[config.mk]
export PLATFORM = sky130hd
export DESIGN_NAME = mem_bus_arbiter
export DESIGN_NICKNAME = d
export VERILOG_FILES = /design/src/rtl/mem_bus_arbiter_pkg.sv /design/src/rtl/mem_bus_arbiter.sv
export SDC_FILE = /design/constraint.sdc
export NUM_CORES = 1
export LEC_CHECK = 0
export ABC_CLOCK_PERIOD_IN_PS = 2400
export CORE_MARGIN = 4
export CORE_UTILIZATION = 40
export CTS_CLUSTER_SIZE = 12
export DETAILED_ROUTE_END_ITERATION = 12
export PLACE_DENSITY = 0.77
export SLEW_MARGIN = 20
export SYNTH_ARGS = -nofsm -noshare
export SYNTH_HDL_FRONTEND = slang
export SYNTH_SLANG_ARGS = --single-unit
[constraint.sdc]
create_clock -name clk -period 2.4 [get_ports clk]
set_clock_uncertainty 0.05 [all_clocks]
set_input_delay 0.6 -clock clk [delete_from_list [all_inputs] [get_ports clk]]
set_output_delay 0.6 -clock clk [all_outputs]
set_load 0.02 [all_outputs]
[src/rtl/mem_bus_arbiter_pkg.sv]
// Shared widths and FSM state encodings for the memory bus arbiter.
package mem_bus_arbiter_pkg;

    localparam int unsigned BUS_ADDR_WIDTH = 32;
    localparam int unsigned BUS_DATA_WIDTH = 32;
    localparam int unsigned ARB_STATE_WIDTH = 2;

    typedef enum logic [ARB_STATE_WIDTH-1:0] {
        ARB_IDLE = 2'd0,
        ARB_DATA = 2'd1,
        ARB_INST = 2'd2
    } arb_state_e;

endpackage

[src/rtl/mem_bus_arbiter.sv]
// Arbitrates one external memory bus between instruction fetch and data access.
// Data wins over fetch; each result is held with its done flag until the
// pipeline advances (both stalls low), so a completed port is never re-issued.
module mem_bus_arbiter
    import mem_bus_arbiter_pkg::*;
#(
    parameter int unsigned ADDR_WIDTH = BUS_ADDR_WIDTH,
    parameter int unsigned DATA_WIDTH = BUS_DATA_WIDTH
) (
    input  logic                    clk,
    input  logic                    rst,

    input  logic                    inst_en,
    input  logic [ADDR_WIDTH-1:0]   inst_addr,
    output logic [DATA_WIDTH-1:0]   inst_rdata,
    output logic                    inst_stall,

    input  logic                    data_en,
    input  logic [DATA_WIDTH/8-1:0] data_write_en,
    input  logic [ADDR_WIDTH-1:0]   data_addr,
    input  logic [DATA_WIDTH-1:0]   data_wdata,
    output logic [DATA_WIDTH-1:0]   data_rdata,
    output logic                    data_stall,

    output logic                    bus_en,
    output logic [DATA_WIDTH/8-1:0] bus_write_en,
    output logic [ADDR_WIDTH-1:0]   bus_addr,
    output logic [DATA_WIDTH-1:0]   bus_wdata,
    input  logic                    bus_ready,
    input  logic [DATA_WIDTH-1:0]   bus_rdata
);

    localparam int unsigned STRB_WIDTH = DATA_WIDTH / 8;

    arb_state_e state;
    arb_state_e state_next;

    logic inst_done;
    logic data_done;
    logic inst_done_next;
    logic data_done_next;
    logic pipe_advance;

    logic                  bus_en_next;
    logic [STRB_WIDTH-1:0] bus_write_en_next;
    logic [ADDR_WIDTH-1:0] bus_addr_next;
    logic [DATA_WIDTH-1:0] bus_wdata_next;
    logic [DATA_WIDTH-1:0] inst_rdata_next;
    logic [DATA_WIDTH-1:0] data_rdata_next;

    // Stalls follow the requests combinationally; a set done flag hides the request.
    assign inst_stall   = inst_en & ~inst_done;
    assign data_stall   = data_en & ~data_done;
    assign pipe_advance = ~inst_stall & ~data_stall;

    // State register plus all registered outputs and done flags.
    always_ff @(posedge clk or negedge rst) begin
        if (!rst) begin
            state        <= ARB_IDLE;
            inst_done    <= 1'b0;
            data_done    <= 1'b0;
            bus_en       <= 1'b0;
            bus_write_en <= '0;
            bus_addr     <= '0;
            bus_wdata    <= '0;
            inst_rdata   <= '0;
            data_rdata   <= '0;
        end else begin
            state        <= state_next;
            inst_done    <= inst_done_next;
            data_done    <= data_done_next;
            bus_en       <= bus_en_next;
            bus_write_en <= bus_write_en_next;
            bus_addr     <= bus_addr_next;
            bus_wdata    <= bus_wdata_next;
            inst_rdata   <= inst_rdata_next;
            data_rdata   <= data_rdata_next;
        end
    end

    // Next-state: issue pending data before fetch, return to IDLE on bus_ready.
    always_comb begin
        state_next = state;
        case (state)
            ARB_IDLE: begin
                if (data_stall) begin
                    state_next = ARB_DATA;
                end else if (inst_stall) begin
                    state_next = ARB_INST;
                end
            end
            ARB_DATA, ARB_INST: begin
                if (bus_ready) begin
                    state_next = ARB_IDLE;
                end
            end
            default: state_next = ARB_IDLE;
        endcase
    end

    // Output/next-register values: latch bus request, capture results, manage done flags.
    always_comb begin
        bus_en_next       = bus_en;
        bus_write_en_next = bus_write_en;
        bus_addr_next     = bus_addr;
        bus_wdata_next    = bus_wdata;
        inst_rdata_next   = inst_rdata;
        data_rdata_next   = data_rdata;
        inst_done_next    = inst_done;
        data_done_next    = data_done;

        if (pipe_advance) begin
            inst_done_next = 1'b0;
            data_done_next = 1'b0;
        end

        case (state)
            ARB_IDLE: begin
                if (data_stall) begin
                    bus_en_next       = 1'b1;
                    bus_write_en_next = data_write_en;
                    bus_addr_next     = data_addr;
                    bus_wdata_next    = data_wdata;
                end else if (inst_stall) begin
                    bus_en_next       = 1'b1;
                    bus_write_en_next = '0;
                    bus_addr_next     = inst_addr;
                end
            end
            ARB_DATA: begin
                if (bus_ready) begin
                    bus_en_next    = 1'b0;
                    data_done_next = 1'b1;
                    if (bus_write_en == '0) begin
                        data_rdata_next = bus_rdata;
                    end
                end
            end
            ARB_INST: begin
                if (bus_ready) begin
                    bus_en_next     = 1'b0;
                    inst_done_next  = 1'b1;
                    inst_rdata_next = bus_rdata;
                end
            end
            default: ;
        endcase
    end

endmodule
-- After elaboration in Yosys (flattened, before gate mapping)
Index checks and enable logic that the tools add are counted.
- equal/unequal tests: 4
- mux-type cells: 18
- bitwise operators: 7
- reduce and logical (&&, ||, !) cells: 11
- operator list (kind ; count):
    $mux 32 ; 2
    $mux 1 ; 9
    $mux 4 ; 2
    $reduce_and 2->1 ; 4
    $mux 2 ; 3
    $reduce_and 3->1 ; 2
    $logic_not 4->1 ; 1
    $not 1->1 ; 4
    $pmux 2 s2 ; 1
    $reduce_bool 2->1 ; 2
    $and 1x1->1 ; 3
    $ne 3x3->1 const B ; 1
    $eq 2x1->1 const B ; 1
    $eq 2x2->1 const B ; 1
    $logic_not 2->1 ; 1
    $ne 2x1->1 const B ; 1
    $pmux 1 s2 ; 1
    $reduce_or 2->1 ; 1
- register bits after elaboration: 137
- output and inout port bits: 135
- word-level logic and storage cells: 49

-- Logic depth before layout (Yosys ltp)
- depth in word-level cells: 7
- mapped depth: 7
- gate-level depth less buffers: 5

-- Least setup slack after synthesis
Ideal clock, no wire load.
- kind: input to register
- start point: input inst_en
- end point: register bus_addr[15]
- setup time: 125 ps
- arrival: 1661 ps
- required time: 2225 ps
- path slack: 565 ps
- cell stages on the path: 5
- buffers on the path: 2
- cell sequence: nor2b_1 buf_2 o21ai_4 buf_6 mux2_2
- cells in the longest elaborated chain, start to end: 3
- ends and longest elaborated chain (element ; line ; source):
    start, declared ; mem_bus_arbiter.sv:13 ; input logic inst_en,
    $and 1x1->1 ; mem_bus_arbiter.sv:52 ; assign inst_stall = inst_en & ~inst_done;
    named net inst_stall ; mem_bus_arbiter.sv:16 ; output logic inst_stall,
    $reduce_bool 2->1 (no line) ; - ;
    $reduce_and 2->1 (no line) ; - ;
    end signal, assigned ; mem_bus_arbiter.sv:74 ; bus_addr <= bus_addr_next;
    end, declared ; mem_bus_arbiter.sv:27 ; output logic [ADDR_WIDTH-1:0] bus_addr,
The timed path passes the listed nets, and every way through them passes these cells.
A chain may end at the register's enable or synchronous reset.

-- Worst setup path after layout
- start point: input data_en
- end point: output data_stall
- cells in the longest elaborated chain, start to end: 1
- ends and longest elaborated chain (element ; line ; source):
    start, declared ; mem_bus_arbiter.sv:18 ; input logic data_en,
    $and 1x1->1 ; mem_bus_arbiter.sv:53 ; assign data_stall = data_en & ~data_done;
    end, declared ; mem_bus_arbiter.sv:23 ; output logic data_stall,
No other way between the ends.

==> summary.md <==
On the final layout, the worst hold slack is 0.0263 ns. Uppermost layer routed: met4. For this block, wires on met1 add up to 5720 um. The H-tree level count came out at 4. Number of register bits inferred by synthesis: 137. In this run, post-CTS hold repair placed 0 buffers. Entering global routing, the biggest net connects 60 pins. Synthesis produced a netlist whose cell count is 348. The initial antenna violation count came out at 0. The data required time of the worst path came out at 1.75 ns.

The run gives 0.678 as the max-slew headroom at the worst pin. The total overflow left after global routing is 0. TritonCTS built the clock tree. The worst setup path is captured at a primary output.

The clock net sink count was 137. The starting DRC count in detailed routing came out at 141. STA classifies the critical path startpoint as an input port. The post-synthesis instance area came out at 5760 sq um. Detailed routing placed a total of 8030 um of wire on met2.

The share of final-layout standard cells stronger than drive strength 1 works out to 0.316. Setup repair after global routing left no endpoint under its margin. The run gives 0 as the post-CTS setup-driven buffer insertion count. The net count reported at finish was 771.

The number of antenna cells inserted was 0. Gates resized during post-CTS repair numbered 2. The logs give 0.189 for the combined global-route utilization of all metal layers and 0.174 ns for the smallest setup slack after layout. Summed over all cells, the static leakage comes to 3.94 nW. Core utilization of the finished layout: 0.664. The cell type with the largest total area after synthesis is sky130_fd_sc_hd__dfrtp_1.

The worst setup slack after placement came out at -0.105 ns. At the later pin of the worst-skew pair, clock insertion delay measures 0.41 ns. Summing over every cut layer, the via total after detailed routing is 3961. The analysis attributes to net switching a power of 4.51 mW. The post-route clock period utilization came out at 0.928. The sequential cell area fraction in the yosys report was 0.596.

Number of CTS-inserted buffers: 17. The tree is rooted in a sky130_fd_sc_hd__clkbuf_16. For the maximum clock rate, the log shows 449 MHz. For the summed area of non-filler cells in the final layout, the log shows 9280 sq um. The smallest clock period supported by the final layout is computed as 2.23 ns. The effective utilization at floorplan was 0.412.

Across the VDD grid, the largest voltage drop is 0.700 mV. The logs give 0 for the final-report hold violation count and 0.202 for the part of the total power dissipated in the clock network. The logs give 4462 for the via count of the first global-routing pass and 11500 um for the HPWL after detailed placement.

In this run the worst path has a maximum fanout of 2. The internal portion of the total power is 8.81 mW. The slew at the pin closest to its max-slew limit is 0.483 ns. In the final timing run, aggregate negative setup slack is 0 ns. Buffers placed on the I/O ports in this run total 271.

The max-slew violation count is 0, and the post-route antenna net violation count is 0. The area share of the largest cell type after synthesis was 0.596; the portion of total power attributed to combinational logic was 0.490. The met3 wire length was 1430 um. The number of cell instances on the worst register-to-register path is 5. By area the synthesized netlist is led by sky130_fd_sc_hd__dfrtp_1 (60%), sky130_fd_sc_hd__mux2_2 (26%), sky130_fd_sc_hd__mux2_4 (6.8%), sky130_fd_sc_hd__buf_6 (1.4%), sky130_fd_sc_hd__a22o_1 (0.91%).

The wire length of the first global-routing pass was 23800 um; the synthesis-to-finish area growth was 61.3%. The mean instance size in the synthesized netlist works out to 16.5 sq um. The critical path is of the input port to primary output type. In this run the critical register-to-register path is captured at bus_wdata[2]. Setup violations remaining at the end of the flow were counted as 0.

At the worst endpoint, the arrival time is 1.58 ns. Synthesis instantiated 28 different standard cells from the library. The fraction of power spent switching nets works out to 0.339. The tool flagged a number of max-cap violations equal to 0. The Yosys step of the flow raised 0 warnings. The startpoint of the most critical setup path is data_en.

The number of I/O pins was 272. The flow ran to the end, and the final reports show no timing, DRC or antenna violations. Power spread over the standard cell area amounts to 1440 nW/um^2. Routability-driven placement finished with a final weighted congestion of 0.866.

Measured along the y axis, the die boundary spans 128 um. The number of search-and-repair iterations in the first detailed-routing pass came out at 4. The die covers 16400 sq um. For the total routed wirelength, the log shows 15500 um. The worst register-to-register path begins at state[0]. The clock transition at the register clock pins on the worst setup and hold paths after CTS came out at 0.06 ns.

The logs give 43 for the number of core rows and 14000 sq um for the area of the core region. In the routed layout, each cell is associated on average with a via count of 4.81. The tools report the maximum number of buffers from clock root to sink as 2. In the final routed layout, each cell accounts on average for 18.8 um. After detailed routing, the number of remaining DRC violations is 0. The reg-to-reg setup timing slack was 0.61 ns; the sequential cell fraction of total power was 0.308. The horizontal die dimension was 128 um; the cell area after placement was 8670 sq um.

The logs give 1010 for the number of inserted filler cells in the final layout and 489 for the net count of the mapped netlist. The min-delay analysis places its worst path in the category input port to async pin.
-- cell usage after synthesis --
cell                       number
sky130_fd_sc_hd__buf_8          1
sky130_fd_sc_hd__a22o_1         6
sky130_fd_sc_hd__nor3b_1        1
sky130_fd_sc_hd__o22ai_1        1
sky130_fd_sc_hd__o21ai_0        1
sky130_fd_sc_hd__dfrtp_1      137
sky130_fd_sc_hd__inv_1          3
sky130_fd_sc_hd__buf_12         2
sky130_fd_sc_hd__nand3_1        1
sky130_fd_sc_hd__and2_4         1
sky130_fd_sc_hd__ha_1           4
sky130_fd_sc_hd__nand4b_1       1
sky130_fd_sc_hd__buf_2          7
sky130_fd_sc_hd__buf_4          1
sky130_fd_sc_hd__o21ai_4        1
sky130_fd_sc_hd__mux2_1         1
sky130_fd_sc_hd__nand2b_1       1
sky130_fd_sc_hd__inv_6          1
sky130_fd_sc_hd__nand2_1        3
sky130_fd_sc_hd__mux2_2       133
sky130_fd_sc_hd__buf_6          7
sky130_fd_sc_hd__nand2b_4       1
sky130_fd_sc_hd__mux2_4        26
sky130_fd_sc_hd__o311ai_0       1
sky130_fd_sc_hd__nor2_1         1
sky130_fd_sc_hd__a21oi_1        2
sky130_fd_sc_hd__nor2b_1        2
sky130_fd_sc_hd__nor4_1         1
-- stage by stage --
step	instances	power, mW
final	823	13.3
after global routing	823	14.0
after CTS	823	13.5
after detailed placement	791	10.8
after global placement	791	10.6
after floorplan	348	7.64
-- placed cells by master, fill, tap and decap left out, drive strengths merged, types with 3 or more instances in the layout --
cell type	count
bufinv	3
clkinvlp	3
nand2	3
inv	5
ha	4
dfrtp	137
mux2	160
a22o	6
buf	11
clkbuf	23
clkdlybuf4s50	268
-- power groups by stage --
stage,clock (mW),sequential [mW],combinational [mW]
2_1_floorplan,0,5.47,2.18
3_3_place_gp,0,4.07,6.49
3_5_place_dp,0,4.14,6.61
4_1_cts,2.76,4.12,6.64
5_1_grt,2.87,4.24,6.89
6_report,2.69,4.10,6.53
-- layout make-up --
type	instances	area (sq um)	area share
multi-input combinational	189	2130	0.230
sequential	137	3430	0.369
clock buffer	23	478	0.0515
tap	180	225	0.0243
timing repair buffer	281	2860	0.308
inverter	4	20.0	0.00216
clock inverter	9	139	0.0150
-- flip-flops by register name, summed over array words and instances, names as in the netlist --
signal,flops
bus_en,1
bus_addr,32
data_done,1
bus_wdata,32
state,2
inst_done,1
inst_rdata,32
data_rdata,32
bus_write_en,4
-- routing by layer --
layer | vias to the layer above | GRT usage
li1 | 1814 | -
met1 | 1951 | 0.206
met2 | 174 | 0.334
met3 | 22 | 0.0767
met4 | 0 | 0.0668
met5 | - | 0
-- worst max path at each step --
stage,end,cells past startpoint
final,data_stall,4
after detailed placement,data_stall,4
after floorplan,bus_addr[15],5
after CTS,data_stall,4
after global placement,data_stall,4
after global routing,data_stall,4
-- cell families (layout without fill, tap and decap cells) --
group | Yosys count | in the layout | synth area share
muxes | 160 | 160 | 0.330
AOI/OAI and AO/OA | 12 | 12 | 0.0172
adders and majority gates | 4 | 4 | 0.00869
and+or+nand+nor | 13 | 13 | 0.0146
DFF | 137 | 137 | 0.596
buffers and inverters | 22 | 317 | 0.0341
-- worst max-delay path, stage by stage --
cell,delay [ns]
sky130_fd_sc_hd__clkdlybuf4s50_1,0.50
sky130_fd_sc_hd__nand2b_4,0.08
sky130_fd_sc_hd__inv_6,0.05
sky130_fd_sc_hd__dlygate4sd2_1,0.35
(Power assumes the default switching activity.)
